$ cat src/rtl/fetch_pkg.sv
// Shared types and constants for the instruction-fetch sequencer.
package fetch_pkg;

  localparam int INST_W = 32;
  localparam logic [INST_W-1:0] INST_NOP = 32'h00000013;

  typedef enum logic [1:0] {
    BOOT = 2'd0,
    REQ  = 2'd1,
    WAIT = 2'd2,
    ERR  = 2'd3
  } state_t;

  // Instruction addresses must sit on a 4-byte boundary.
  function automatic logic is_aligned(input logic [1:0] lsbs);
    return lsbs == 2'b00;
  endfunction

endpackage

$ cat src/rtl/fetch_pc_ctrl_mux2.sv
// Two-input mux used as the next-PC selector (a when sel=0, b when sel=1).
module mux2 #(
  parameter int WIDTH = 64
) (
  input  logic             sel,
  input  logic [WIDTH-1:0] a,
  input  logic [WIDTH-1:0] b,
  output logic [WIDTH-1:0] y
);

  assign y = sel ? b : a;

endmodule

$ cat src/rtl/fetch_pc_ctrl.sv
// PC register and single-outstanding instruction-fetch sequencer.
// Issues one request at a time, latches the returned word with its PC,
// and squashes responses that a branch/jump redirect has made stale.
module fetch_pc_ctrl
  import fetch_pkg::*;
#(
  parameter int              XLEN         = 64,
  parameter logic [XLEN-1:0] RESET_VECTOR = '0
) (
  input  logic              clk,
  input  logic              rst_n,
  input  logic              redirect_valid,
  input  logic [XLEN-1:0]   redirect_target,
  input  logic              stall,
  output logic              imem_req_valid,
  input  logic              imem_req_ready,
  output logic [XLEN-1:0]   imem_req_addr,
  input  logic              imem_rsp_valid,
  input  logic [INST_W-1:0] imem_rsp_data,
  output logic              inst_valid,
  output logic [INST_W-1:0] inst_out,
  output logic [XLEN-1:0]   inst_pc,
  output logic              misaligned_exc
);

  state_t          state;
  logic [XLEN-1:0] pc;
  logic [XLEN-1:0] pend_target;
  logic            kill;

  logic [XLEN-1:0] pc_seq;
  logic [XLEN-1:0] pc_next;
  logic            slot_full;
  logic            req_fire;
  logic            redir_ok;
  logic            redir_bad;

  // Sequential successor wraps naturally modulo 2^XLEN.
  assign pc_seq = pc + XLEN'(4);

  mux2 #(.WIDTH(XLEN)) u_pc_mux (
    .sel (redirect_valid),
    .a   (pc_seq),
    .b   (redirect_target),
    .y   (pc_next)
  );

  assign redir_bad = redirect_valid & ~is_aligned(redirect_target[1:0]);
  assign redir_ok  = redirect_valid & ~redir_bad;

  // NOTE: the request is gated by the live stall so that nothing is accepted
  // while the output slot is held; the response could otherwise overwrite it.
  // Within REQ the slot can only drain, so a raised valid never drops early.
  assign slot_full      = inst_valid & stall;
  assign imem_req_valid = (state == REQ) & ~slot_full;
  assign imem_req_addr  = pc;
  assign req_fire       = imem_req_valid & imem_req_ready;

  // Fetch FSM, PC, kill/pending-target tracking and the output slot.
  // NOTE: all state uses non-blocking assignments; a later assignment in the
  // same block (e.g. loading inst_valid) deliberately overrides the default.
  always_ff @(posedge clk or negedge rst_n) begin
    if (!rst_n) begin
      state          <= BOOT;
      pc             <= RESET_VECTOR;
      pend_target    <= '0;
      kill           <= 1'b0;
      inst_valid     <= 1'b0;
      inst_out       <= INST_NOP;
      inst_pc        <= '0;
      misaligned_exc <= 1'b0;
    end else begin
      // Slot drains when downstream takes it; a redirect always flushes it.
      if (redirect_valid || !stall) begin
        inst_valid <= 1'b0;
      end

      if (redir_bad) begin
        state          <= ERR;
        misaligned_exc <= 1'b1;
        kill           <= 1'b0;
      end else begin
        case (state)
          BOOT: begin
            if (redir_ok) pc <= pc_next;
            state <= REQ;
          end
          REQ: begin
            if (req_fire) begin
              state <= WAIT;
              if (redir_ok) begin
                kill        <= 1'b1;
                pend_target <= redirect_target;
              end
            end else if (redir_ok) begin
              pc <= pc_next;
            end
          end
          WAIT: begin
            if (imem_rsp_valid) begin
              state <= REQ;
              kill  <= 1'b0;
              if (redir_ok) begin
                pc <= pc_next;
              end else if (kill) begin
                pc <= pend_target;
              end else begin
                inst_valid <= 1'b1;
                inst_out   <= imem_rsp_data;
                inst_pc    <= pc;
                pc         <= pc_next;
              end
            end else if (redir_ok) begin
              kill        <= 1'b1;
              pend_target <= redirect_target;
            end
          end
          ERR: begin
            if (redir_ok) begin
              pc             <= pc_next;
              misaligned_exc <= 1'b0;
              state          <= REQ;
            end
          end
        endcase
      end
    end
  end

endmodule

$ cat config.mk
export PLATFORM = sky130hd
export DESIGN_NAME = fetch_pc_ctrl
export DESIGN_NICKNAME = d
export VERILOG_FILES = /design/src/rtl/fetch_pkg.sv /design/src/rtl/fetch_pc_ctrl_mux2.sv /design/src/rtl/fetch_pc_ctrl.sv
export SDC_FILE = /design/constraint.sdc
export NUM_CORES = 1
export LEC_CHECK = 0
export ABC_AREA = 1
export BUFFER_PORTS_ARGS = -buffer_cell sky130_fd_sc_hd__buf_2
export CAP_MARGIN = 20
export CORE_ASPECT_RATIO = 1.5
export CORE_MARGIN = 2
export CORE_UTILIZATION = 55
export CTS_BUF_LIST = sky130_fd_sc_hd__clkbuf_4 sky130_fd_sc_hd__clkbuf_8 sky130_fd_sc_hd__clkbuf_16
export DETAILED_ROUTE_END_ITERATION = 8
export GPL_TIMING_DRIVEN = 0
export HOLD_SLACK_MARGIN = 0.03
export PLACE_DENSITY = 0.81
export SYNTH_ARGS = -nofsm -noshare
export SYNTH_HDL_FRONTEND = slang
export SYNTH_SLANG_ARGS = --single-unit
$ cat constraint.sdc
create_clock -name clk -period 2.1 [get_ports clk]
set_input_delay 0.21 -clock clk [delete_from_list [all_inputs] [get_ports clk]]
set_output_delay 0.21 -clock clk [all_outputs]
set_load 0.005 [all_outputs]
# --- Yosys cells after proc, flatten, opt, wreduce, memory -nomap -nowiden ---
# Cells that the tools add are included.
totals:
  elab_cells: 74
  inputBits: 102
  output_inout_bits: 163
  regBits: 229
op_classes:
  n_reduce_logical: 15
  n_mux: 30
  n_addsub: 1
  n_eq_ne: 10
  bitwise_logic: 10
ops:
  columns: ["op", "n"]
  rows:
  - ["$mux 64", 9]
  - ["$pmux 64 s3", 1]
  - ["$pmux 64 s2", 1]
  - ["$add 64x3->64 const B", 1]
  - ["$mux 1", 13]
  - ["$ne 3x3->1 const B", 3]
  - ["$mux 2", 4]
  - ["$ne 2x2->1 const B", 4]
  - ["$pmux 2 s4", 1]
  - ["$reduce_and 3->1", 2]
  - ["$reduce_bool 2->1", 3]
  - ["$and 1x1->1", 5]
  - ["$not 1->1", 5]
  - ["$reduce_and 5->1", 1]
  - ["$eq 2x2->1 const B", 2]
  - ["$logic_not 2->1", 2]
  - ["$reduce_and 2->1", 2]
  - ["$reduce_and 4->1", 1]
  - ["$reduce_bool 3->1", 1]
  - ["$eq 2x1->1 const B", 1]
  - ["$pmux 1 s2", 1]
  - ["$reduce_or 2->1", 1]
  - ["$logic_not 1->1", 1]
  - ["$logic_or 1x1->1", 1]

# --- Depth between registers and ports, before layout ---
logic_depth:
  ltp_word: 9
  mapped_depth: 14
  depth_no_buf: 14

# --- Cells and area by module ---
# Synthesis repeated with hierarchy kept, for this count alone.
unflattened:
  cells_unflattened: 1753
  area_unflattened_um2: 12187.9
by_module_without_submodules:
  columns: ["mod", "cells_each", "instances", "area_per_inst_um2", "seq_area_each_um2"]
  rows:
  - ["fetch_pc_ctrl", 1547, 1, 11343.4, 5734.2]
  - ["mux2", 206, 1, 844.6, 0.0]

# --- Least setup slack after synthesis ---
# No wires, ideal clock.
synth_path:
  path_type: "register to register"
  from: "register pc[2], in the netlist imem_req_addr[2]"
  to: "register pc[38], in the netlist imem_req_addr[38]"
  n_path_buf: 0
  required_ns: 1.983
  arrival_time_ns: 1.650
  setup_slack_ns: 0.333
  stages_incl_launch_ff: 15
  setup_ns: 0.117
  synth_period_minus_slack_ns: 1.767
  cell_sequence: "dfrtp_1 ha_1 nand2_1 nor2_1 nand2_1 nor2_2 nand2_1 inv_1 nand2_1 nand2_1 nand2_1 nand2_1 nand2_1 nand2_1 nand2_1"
synth_between:
  elab_chain_len: 6
  word_cells_on_any_way: 8
  classes_between: "add/sub: 1; mux: 7"
synth_rtl:
  columns: ["item", "line_no", "text"]
  rows:
  - ["from (decl)", "fetch_pc_ctrl.sv:27", "logic [XLEN-1:0] pc;"]
  - ["from (signal assigned)", "fetch_pc_ctrl.sv:85", "if (redir_ok) pc <= pc_next;"]
  - ["from (signal assigned)", "fetch_pc_ctrl.sv:96", "pc <= pc_next;"]
  - ["from (signal assigned)", "fetch_pc_ctrl.sv:104", "pc <= pc_next;"]
  - ["$add 64x3->64 (*)", "fetch_pc_ctrl.sv:39", "assign pc_seq = pc + XLEN'(4);"]
  - ["$mux 64 (*)", "fetch_pc_ctrl_mux2.sv:11", "assign y = sel ? b : a;"]
  - ["$mux 64", "fetch_pc_ctrl.sv:105", "end else if (kill) begin"]
  - ["$mux 64", "fetch_pc_ctrl.sv:103", "if (redir_ok) begin"]
  - ["$mux 64", "fetch_pc_ctrl.sv:100", "if (imem_rsp_valid) begin"]
  - ["$pmux 64 s3 (*)", "fetch_pc_ctrl.sv:83", "case (state)"]
# Every way passes the cells marked *; elsewhere a longest branch is shown, timed or not. The select of a mux whose other input is x is not followed.
# A chain may end at the register's enable or synchronous reset.

# --- Final worst setup path ---
layout_path:
  from: "register state[0]"
  to: "register pc[33], in the netlist imem_req_addr[33]"
layout_between:
  elab_chain_len: 5
  word_cells_on_any_way: 11
  classes_between: "eq/ne: 5; mux: 1; bitwise: 2; reduce/logical: 3"
layout_rtl:
  columns: ["item", "line_no", "text"]
  rows:
  - ["from (decl)", "fetch_pc_ctrl.sv:26", "state_t state;"]
  - ["from (signal assigned)", "fetch_pc_ctrl.sv:64", "state <= BOOT;"]
  - ["from (signal assigned)", "fetch_pc_ctrl.sv:79", "state <= ERR;"]
  - ["from (signal assigned)", "fetch_pc_ctrl.sv:86", "state <= REQ;"]
  - ["$eq 2x1->1", "fetch_pc_ctrl.sv:55, fetch_pc_ctrl.sv:83", null]
  - ["$and 1x1->1", "fetch_pc_ctrl.sv:55", "assign imem_req_valid = (state == REQ) & ~slot_full;"]
  - ["$and 1x1->1", "fetch_pc_ctrl.sv:57", "assign req_fire = imem_req_valid & imem_req_ready;"]
  - ["$ne 2x2->1 (no line)", null, null]
  - ["$reduce_and 3->1 (no line)", null, null]
# Parallel ways exist; a longest one is shown, timed or not.

==> impl_metrics.csv <==
group,metric,value,unit
timing,fin_worst_skew,0.01835,ns
drt,drt_iter0_drc,1223,
critical_path,crit_path_start,"state[0]",
critical_path,cp_slowest_cell,"dfrtp_1",
pwr,leakagePower,0.007609,uW
finish,syn_to_final_growth,31.70,%
yosys,synth_seq_cells,229,
drt,drc,0,
die,coreArea,20980,um^2
critical_path,crit_family,"buffers and inverters",
critical_path,crit_path_max_incr_delay,0.38,ns
critical_path,rr_startpoint,"state[0]",
outcome,status,"finished, final reports clean",
pwr,ir_drop,959.5,uV
finish,drive_gt1_share,22.67,%
clock_tree,cts_tree,"done",
finish,fin_nets,2059,
pwr,p_sw_share,38.78,%
worst_hold_path,worstHoldStart,"imem_req_ready",
pwr,power_density,1250,nW/um^2
worst_hold_path,hold_depth,4,
die,dieArea,22560,um^2
clock_tree,h-tree-depth,1,
global_routing,track_usage,41.18,%
timing,relSlewSlack,47.31,%
die,pin_count,265,
clock_tree,clockBufferDepth,3,
yosys,synth_top_family_by_area,"simple AND/OR/NAND/NOR gates",
yosys,synthCells,1569,
yosys,synth_simple_gate_area_share,24.81,%
critical_path,path_class,"reg -> reg",
yosys,synth_area,11750,um^2
drt,wl,46520,um
drt,drt_pre_antenna_iters,6,
critical_path,critical_path.max_fanout,10,
die,row_count,65,
timing,worst_pin_slew,0.7904,ns
pwr,p_comb_share,34.8,%
critical_path,worstPathCellList,"inv_1 > nand2_1 > nor3_2 > buf_2 > buf_2 > a21oi_1 > nand2_1 > o21ai_1",
placed_design,dpl_cell_area,13460,um^2
die,die_y,183.0,um
global_routing,grt_overflow,0,
clock_tree,clock-sinks,229,
yosys,synth_xor_area_share,1.715,%
timing,rsz0062_at_grt,"yes",
placed_design,gp_congestion,1.006,
drt,via_per_inst,5.710,
yosys,synth.area.mux_share,3.164,%
global_routing,antenna_found_initial,1,
drt,drtAntennaViolNets,0,
critical_path,ff2ff_path_depth,8,
worst_hold_path,hold_path.class,"in -> reg",
clock_tree,worstSkewPairLatency,0.53,ns
critical_path,cp.arrival,2.48,ns
timing,setup_viol,0,
yosys,synth_cell_types,30,
timing,finalWorstSetupSlack,0.02129,ns
critical_path,r2r-end,"imem_req_addr[33]",
global_routing,grt_pass1_vias,12964,
global_routing,grt_max_degree,109,
yosys,synth_compound_area_share,14.06,%
timing,hold_violations,0,
placed_design,dp_hpwl,32830,um
finish,final_cell_mix,"nand2_1 (552), buf_2 (284), dfrtp_1 (216)",
yosys,synth_nets,1672,
pwr,power_frac_clock,23.0,%
placed_design,pre_cts_ws,-0.5697,ns
timing,fmax,481.1,MHz
clock_tree,cts_root_buffer,"clkbuf_16",
timing,post-route-period-util,98.99,%
yosys,synthAdderAreaFrac,0.1065,%
yosys,ys_seq_area_share,48.82,%
critical_path,cp_data_required_time,2.50,ns
critical_path,end_kind,"flip-flop",
drt,wl_per_cell,20.76,um
finish,post-route-util,73.72,%
timing,slew_violations,0,
finish,postLayoutCellArea,15470,um^2
drt,vias,12795,
critical_path,rrSetupSlack,0.02,ns
critical_path,critPathLaunchType,"flip-flop",
pwr,seqPwrFrac,42.2,%
worst_hold_path,min_to,"state[0]",
yosys,synth_area_per_cell,7.486,um^2
global_routing,grt_pass1_wl,70330,um
yosys,yosysWarnings,0,
finish,final_common_cell,"nand2_1",
timing,fin_crit,2.079,ns
clock_tree,numCtsBuffers,22,
die,dieWidth,123.3,um
pwr,intPower,11840,uW
placed_design,portBuffers,263,
critical_path,cp_num_buf_inv,3,
job,timing.max_cap.violations,0,
pwr,p_sw,7500,uW
clock_tree,clkSlewWorstSetupHoldPaths,0.07,ns
die,start_util,55.97,%
-- through the flow --
| stage | std cells | power [uW] | hold slack (ns) | setup TNS, ns |
|---|---|---|---|---|
| floorplan | 1569 | 11100 | -0.08559 | 0 |
| global placement | 2100 | 14040 | 0.4281 | -727.32 |
| detailed placement | 2102 | 14310 | 0.1496 | -34.09 |
| CTS | 2240 | 18980 | 0.08578 | 0 |
| global route | 2241 | 20440 | 0.1514 | -0.1833 |
| finish | 2241 | 19340 | 0.1136 | 0 |
-- power groups by stage --
| stage | clock [uW] | combinational, uW | sequential, uW |
|---|---|---|---|
| 2_1_floorplan | 0 | 3330 | 7770 |
| 3_3_place_gp | 0 | 6050 | 7990 |
| 3_5_place_dp | 0 | 6260 | 8050 |
| 4_1_cts | 4470 | 6500 | 8010 |
| 5_1_grt | 4640 | 7490 | 8310 |
| 6_report | 4450 | 6730 | 8160 |
-- final cells by class --
class / count / area [um^2]
Sequential cell: 229 / 5747
Fill cell: 1635 / 5514
Multi-Input combinational cell: 1129 / 5334
Timing Repair Buffer: 363 / 2357
Clock buffer: 26 / 586.8
Inverter: 140 / 528.0
Buffer: 71 / 362.8
Tap cell: 268 / 335.3
Clock inverter: 14 / 215.2
Antenna cell: 1 / 2.502
-- state kept, by name, summed over array words and instances, names as in the netlist --
| name | flops |
|---|---|
| misaligned_exc | 1 |
| imem_req_addr | 64 |
| inst_out | 32 |
| state | 2 |
| inst_pc | 64 |
| pend_target | 64 |
| inst_valid | 1 |
| kill | 1 |
-- Yosys cell counts --
| library cell | instances | area, um^2 |
|---|---|---|
| mux2_2 | 33 | 371.6 |
| buf_4 | 5 | 37.54 |
| dfrtp_1 | 226 | 5655 |
| nand3_1 | 28 | 140.1 |
| a21oi_1 | 108 | 540.5 |
| buf_1 | 2 | 7.510 |
| buf_6 | 2 | 22.52 |
| clkbuf_1 | 35 | 131.4 |
| o31ai_1 | 1 | 7.510 |
| o22ai_1 | 6 | 37.54 |
| inv_2 | 3 | 11.26 |
| o221ai_1 | 2 | 17.52 |
| ha_1 | 1 | 12.51 |
| inv_1 | 137 | 514.2 |
| buf_2 | 27 | 135.1 |
| o41ai_1 | 1 | 8.760 |
| nand4_1 | 11 | 68.82 |
| nor3_4 | 1 | 16.27 |
| nor3_2 | 2 | 20.02 |
| a22oi_1 | 1 | 7.510 |
| xor2_1 | 23 | 201.4 |
| nand2_1 | 559 | 2098 |
| nor2_2 | 1 | 6.260 |
| dfstp_2 | 3 | 78.83 |
| o21ai_1 | 21 | 105.1 |
| o21ai_0 | 173 | 865.8 |
| o211ai_1 | 7 | 52.55 |
| or2_2 | 2 | 12.51 |
| o2bb2ai_1 | 1 | 8.760 |
| nor2_1 | 147 | 551.8 |
-- how the worst max path moves through the flow --
stage / endpoint / slack [ns] / cells past startpoint
finish: imem_req_addr[33] / 0.02 / 8
global route: imem_req_addr[57] / -0.05 / 11
CTS: imem_req_addr[59] / 0.003 / 11
detailed placement: inst_pc[7] / -0.57 / 6
global placement: imem_req_addr[59] / -3.09 / 1
floorplan: imem_req_addr[38] / 0.33 / 14
-- what timing repair did --
item	CTS	global route
endpoints found under the setup margin	99	116
buffers inserted	2	0
gates resized for setup	30	64
hold buffers	96	0
endpoints found under the hold margin	184	0
pin swaps	1	0
-- metal layers --
metal	routed length [um]	part of all wire, %	global-route usage (%)	vias up
met3	3629	7.8	6.188	231
met5	0	0	0	-
met1	16210	35	46.65	5982
met2	23050	50	70.77	811
met4	3631	7.8	27.14	0
li1	-	-	-	5771
-- logic make-up after synthesis --
group / count (synthesis)
simple gates: 751
compound gates: 321
xor+xnor: 23
mux: 33
flops: 229
fa+ha+maj: 1
buf+inv: 211
-- worst reg2reg max path: cells and delay by family, from the launching register on --
kind	cells	cell delay (ns)
compound gates	2	0.21
buf+inv	3	0.79
flops	1	0.38
simple gates	3	0.58
No activity file was read; power rests on OpenSTA's default activity.
